==> src/rtl/weight_update_engine.sv <==
// weight_update_engine: serially applies a buffered delta vector to a saturating weight bank
module weight_update_engine #(
  parameter int N = 4,
  parameter int W = 32,
  parameter int CNT_W = 16
) (
  input  logic             CLK,
  input  logic             RST,
  input  logic             delta_valid,
  output logic             delta_ready,
  input  logic [N*W-1:0]   delta_w_in,
  input  logic             load_init,
  input  logic [N*W-1:0]   w_init,
  output logic [N*W-1:0]   w_out,
  output logic             busy,
  output logic             done,
  output logic [CNT_W-1:0] update_count
);
  localparam int IW = (N > 1) ? $clog2(N) : 1;
  typedef enum logic [1:0] {IDLE, APPLY, DONE} state_t;
  state_t state, state_n;
  logic [IW-1:0] idx;
  logic [N*W-1:0] w_q, dbuf;
  logic last;
  function automatic logic [W-1:0] sat(input logic [W-1:0] a, input logic [W-1:0] b);
    logic [W:0] s;
    s = {a[W-1], a} + {b[W-1], b};
    return (s[W] != s[W-1]) ? {s[W], {(W-1){~s[W]}}} : s[W-1:0];
  endfunction
  assign last = (idx == IW'(N - 1));
  assign delta_ready = (state == IDLE) && !load_init && !RST;
  assign busy = (state != IDLE);
  assign done = (state == DONE);
  assign w_out = w_q;
  // state register
  always_ff @(posedge CLK)
    if (RST) state <= IDLE;
    else state <= state_n;
  // next state: load_init blocks acceptance, APPLY ends on the last element, DONE lasts one cycle
  always_comb begin
    state_n = state;
    if (state == IDLE && !load_init && delta_valid) state_n = APPLY;
    else if (state == APPLY && last) state_n = DONE;
    else if (state == DONE) state_n = IDLE;
  end
  // weight bank, delta buffer, element index and completion counter
  always_ff @(posedge CLK) begin
    if (RST) begin
      w_q <= '0;
      dbuf <= '0;
      idx <= '0;
      update_count <= '0;
    end else begin
      if (state == IDLE && load_init) w_q <= w_init;
      if (state == IDLE && !load_init && delta_valid) begin
        dbuf <= delta_w_in;
        idx <= '0;
      end
      if (state == APPLY) begin
        w_q[idx*W +: W] <= sat(w_q[idx*W +: W], dbuf[idx*W +: W]);
        idx <= last ? idx : idx + IW'(1);
      end
      if (state == DONE) update_count <= update_count + CNT_W'(1);
    end
  end
endmodule

==> config.mk <==
export PLATFORM = sky130hd
export DESIGN_NAME = weight_update_engine
export DESIGN_NICKNAME = d
export VERILOG_FILES = /design/src/rtl/weight_update_engine.sv
export SDC_FILE = /design/constraint.sdc
export NUM_CORES = 1
export LEC_CHECK = 0
export CORE_ASPECT_RATIO = 1.1
export CORE_MARGIN = 2
export CORE_UTILIZATION = 44
export CTS_CLUSTER_SIZE = 40
export DETAILED_ROUTE_END_ITERATION = 10
export PLACE_DENSITY = 0.88
export RECOVER_POWER = 100
export SKIP_CTS_REPAIR_TIMING = 1
export SLEW_MARGIN = 0
export SYNTH_ARGS = -nofsm -noshare
export SYNTH_HDL_FRONTEND = slang
export SYNTH_SLANG_ARGS = --single-unit
==> constraint.sdc <==
create_clock -name CLK -period 4.4 [get_ports CLK]
set_input_delay 0.66 -clock CLK [delete_from_list [all_inputs] [get_ports CLK]]
set_output_delay 0.66 -clock CLK [all_outputs]
set_load 0.01 [all_outputs]
# Word level (Yosys, flattened, before mapping)
# Index checks and enable logic that the tools add are counted.
dict set report totals {
  elab_cells 45
  register_bits 276
  output_inout_bits 147
}
dict set report op_classes {
  mux 11
  n_bitwise 1
  eq_ne 5
  shift 4
  add_sub_neg 4
  reduce_logical 14
}
# operator n
set op_table {}
lappend op_table {{128-bit 2-to-1 mux} 3}
lappend op_table {{128-bit by 8-bit variable part select with 32-bit output} 2}
lappend op_table {{128-bit bitwise mux} 1}
lappend op_table {{32-bit by 34-bit variable shift with 128-bit output, first input constant} 1}
lappend op_table {{32-bit by 34-bit variable part select with 128-bit output} 1}
lappend op_table {{7-bit negation with 34-bit output} 1}
lappend op_table {{32-bit by 32-bit adder with 33-bit output} 1}
lappend op_table {{32-bit 2-to-1 mux} 1}
lappend op_table {{16-bit by 1-bit adder with 16-bit output, second input constant} 1}
lappend op_table {{2-bit 2-to-1 mux} 5}
lappend op_table {{2-bit nonzero test} 3}
lappend op_table {{1-bit logical AND} 5}
lappend op_table {{2-bit == test, second input constant} 2}
lappend op_table {{3-bit nonzero test} 1}
lappend op_table {{2-bit by 1-bit adder with 2-bit output, second input constant} 1}
lappend op_table {{2-bit by 1-bit == test with 1-bit output, second input constant} 1}
lappend op_table {{1-bit logical NOT} 2}
lappend op_table {{2-bit logical NOT} 1}
lappend op_table {{2-bit != test, second input constant} 1}
lappend op_table {{2-bit AND reduction} 1}
lappend op_table {{2-bit OR reduction} 1}
lappend op_table {{1-bit 2-to-1 mux} 1}
lappend op_table {{1-bit != test} 1}
lappend op_table {{1-bit NOT} 1}

# Logic depth before layout (Yosys ltp)
dict set report depth {
  word_depth 7
  ltp_mapped 16
  ltp_nobuf 11
}

# Worst setup path after synthesis
# OpenSTA, ideal clock, no wires.
dict set report synth_timing {
  kind {reg2reg}
  start {reg idx[0]}
  end {reg w_q[119] (netlist: w_out[119])}
  stages_incl_launch_ff 16
  required_ps 4263
  setup_time_ps 137
  arrival_ps 4331
  period_less_slack_ps 4468
  setup_slack_ps -68
  path_cell_list {dfxtp_1 -> clkbuf_1 -> buf_1 -> buf_1 -> mux4_2 -> ha_1 -> a21oi_2 -> o21ai_1 -> a2111o_1 -> a31o_1 -> or2_1 -> a22o_1 -> buf_6 -> buf_8 -> nor2_4 -> o22ai_1}
}
dict set report synth_between {
  elab_chain_cells 7
  elab_cells_between_ends 11
}
# element line_no
set synth_lines {}
lappend synth_lines {{start, declared} 22} ;# logic [IW-1:0] idx;
lappend synth_lines {{start signal, assigned} 61} ;# idx <= last ? idx : idx + IW'(1);
lappend synth_lines {{128-bit by 8-bit variable part select with 32-bit output} 60} ;# w_q[idx*W +: W] <= sat(w_q[idx*W +: W], dbuf[idx*W +: W]);
lappend synth_lines {{32-bit by 32-bit adder with 33-bit output} 27} ;# s = {a[W-1], a} + {b[W-1], b};
lappend synth_lines {{1-bit != test or 1-bit NOT (tied branches)} 28} ;# return (s[W] != s[W-1]) ? {s[W], {(W-1){~s[W]}}} : s[W-1:0];
lappend synth_lines {{32-bit 2-to-1 mux} 28}
lappend synth_lines {{32-bit by 34-bit variable part select with 128-bit output} 60}
lappend synth_lines {{128-bit bitwise mux (*)} 60}
lappend synth_lines {{128-bit 2-to-1 mux (*)} 59} ;# if (state == APPLY) begin
lappend synth_lines {{end signal, assigned} 54} ;# if (state == IDLE && load_init) w_q <= w_init;
lappend synth_lines {{end signal, assigned by index} 60}
lappend synth_lines {{end, declared} 23} ;# logic [N*W-1:0] w_q, dbuf;
# Mark *: on every way between the ends. The rest lies on a longest branch, timed or not.
# A chain may end at the register's enable or synchronous reset.

# Worst setup path after layout
dict set report layout_timing {
  start {reg idx[0]}
  end {reg w_q[14] (netlist: w_out[14])}
}
# Same word-level chain as after synthesis.

==> reports/metrics.cfg <==
[timing]
min_period_ns=4.265
worst_pin_slew_ns=2.873
rsz0062_at_grt=false
setup_viol=0
slew_headroom=-0.9201
clock.fmax_mhz=234.5
skew_ns=0.01730
fin_crit_sh=0.9693
drv_slew=165
final-hold-violation-count=0

[global_routing]
grt-ovfl-total=0
grt_pass1_vias=14106
antenna_found_initial=2
track_usage=0.2945
grt_first_pass_wirelength_um=77440
grt_max_degree=111

[logic_synthesis]
async_flop_share=0
synth_common_cells=nand2_1, dfxtp_1, a21oi_1
synth_area_leaders=dfxtp_1, mux4_2, mux2i_1
synth_flop_cell=dfxtp_1
netlist_area_mm2=0.01403
syn_area_per_cell_um2=9.149
synth_edf_count=0
ys_ff_latch=276
synth_area_leader_cell=dfxtp_1
syn_nets=1831
synth_top_area_frac=0.3939
synth_cell_types=68
ys_seq_area_frac=0.3939
yosysWarnings=0
yosysMostFrequentCell=nand2_1
synthCells=1533

[place]
hpwlAfterDp_um=38640
io_buffers=406
dp.cells=2318
place.gp.congestion=0.9085

[final_layout]
nNetsFinal=2233
fill_cells=2438
drive_gt1_frac=0.1147
layout.cells.non_filler=2378
post-route-util=0.6320
areaGrowthSynthToFinish_pct=41.45

[floorplan]
fp.dieH_um=191.3
die_width_um=174.2
die_area_mm2=0.03332
initial_core_util=0.4468
io_pins=407
row_count=68
core_area_mm2=0.03140

[min_path]
hold_path.class=reg2reg
hp-start=dbuf[35]$_SDFFE_PP0P_

[run]
drv_cap=2

[drt]
drc=0
drtIter0Drc=1146
num_vias=14026
drt_pass1_iterations=6
routed_wl_um=51360
wl_per_cell_um=21.60
avgViaCountPerCell=5.898
postRouteAntennaNets=0

[power_and_ir_drop]
ir_worst_vdd_uv=251.0
p_leak_nw=7.940
powerDensity_mw_per_mm2=337.5

[clock_tree]
cts-buffers-inserted=30
cts-root-buf=clkbuf_16
clockBufferDepth=3
clkSlewWorstSetupHoldPaths_ns=0.06
cts.sinks=276
worstSkewPairLatency_ns=0.56
tritoncts=built
cts_max_level=1

[setup_path]
worstPathRequired_ns=4.79
startpoint=idx[0]$_SDFFE_PP0P_
worstSetupPathType=reg2reg
cp-end-kind=flop
critPathLaunchType=flop
cp.arrival_ns=4.65
path_max_fanout=18
regToRegStartpoint=idx[0]$_SDFFE_PP0P_

[outcome]
violations=capacitance limit, slew limit
outcome=finished, violations left

==> routing by layer <==
layer / vias up / track usage / part of all wire
met2: 804 / 0.5093 / 0.49
li1: 6376 / - / -
met3: 173 / 0.05887 / 0.089
met4: 0 / 0.1380 / 0.046
met5: - / 0 / 0
met1: 6673 / 0.3522 / 0.38
==> registers in the layout, summed over array words and instances, names as in the netlist <==
register      flops
dbuf            128
w_out           128
update_count     16
idx               2
state             2
==> worst max-delay path, stage by stage, from the launching register on <==
cell      delay [ns]
dfxtp_4         0.36
buf_4           0.23
mux4_2          0.53
ha_1            0.26
fa_1            0.40
a211oi_1        0.38
o21ai_0         0.23
o21ai_0         0.30
a211o_1         0.21
a211oi_2        0.10
buf_4           0.15
a22o_4          0.36
buf_12          0.19
nor2_2          0.24
o22ai_1         0.15
==> metrics by stage <==
step           hold WS (ns)  worst slack [ns]  TNS, ns  cell area, um2  power, mW
2_1_floorplan        0.4331           0.05770        0           14030      3.525
3_3_place_gp         0.4389          -0.04251  -0.1500           18880      4.216
3_5_place_dp         0.4465          -0.04383  -0.3642           18880      4.250
4_1_cts              0.4554          -0.09497   -1.179           19850      6.726
5_1_grt              0.4738           0.01341        0           19830      6.923
6_report             0.4551            0.1351        0           19840      6.697
==> power by group <==
group | switching [mW] | internal, mW
Clock | 1.02 | 1.48
Combinational | 0.730 | 0.718
Sequential | 0.107 | 2.64
Total | 1.86 | 4.84
==> path summary, 6_finish.rpt <==
| path | end | slack (ns) | cells after the start |
|---|---|---|---|
| worst min register to register | dbuf[35]$_SDFFE_PP0P_ | 0.46 | 2 |
| worst min-delay path | dbuf[35]$_SDFFE_PP0P_ | 0.46 | 2 |
| worst max register to register | w_out[14]$_SDFF_PP0_ | 0.14 | 14 |
| worst max-delay path | w_out[14]$_SDFF_PP0_ | 0.14 | 14 |
==> final cells by class <==
class	count	area, um2	share of cell area
antenna	5	12.51	0.0006306
clock buffer	37	818.3	0.04124
clock inverter	13	153.9	0.007757
inverter	10	37.54	0.001892
multi-input combinational	1134	7999	0.4032
sequential	276	5533	0.2789
tap	420	525.5	0.02649
timing repair buffer	483	4761	0.2400
==> logic make-up after synthesis <==
family | count (synthesis) | synth area share
simple gates | 465 | 0.1458
compound gates | 399 | 0.1685
flops | 276 | 0.3939
mux | 193 | 0.1955
buf+inv | 123 | 0.03747
xor+xnor | 39 | 0.02435
fa+ha+maj | 38 | 0.03443
==> cell usage in the layout, fill, tap and decap left out, types with 10 or more instances in the layout <==
master,n
a21o_1,11
a21oi_1,187
buf_12,10
buf_4,61
clkbuf_16,31
clkdlybuf4s50_1,258
dfxtp_1,274
dlygate4sd3_1,147
ha_1,37
inv_1,10
mux2i_1,121
mux4_2,64
nand2_1,313
nand3_1,14
nor2_1,49
nor3_1,20
o211ai_1,11
o21ai_0,24
o22ai_1,104
xnor2_1,18
xor2_1,20
(Power assumes the default switching activity.)
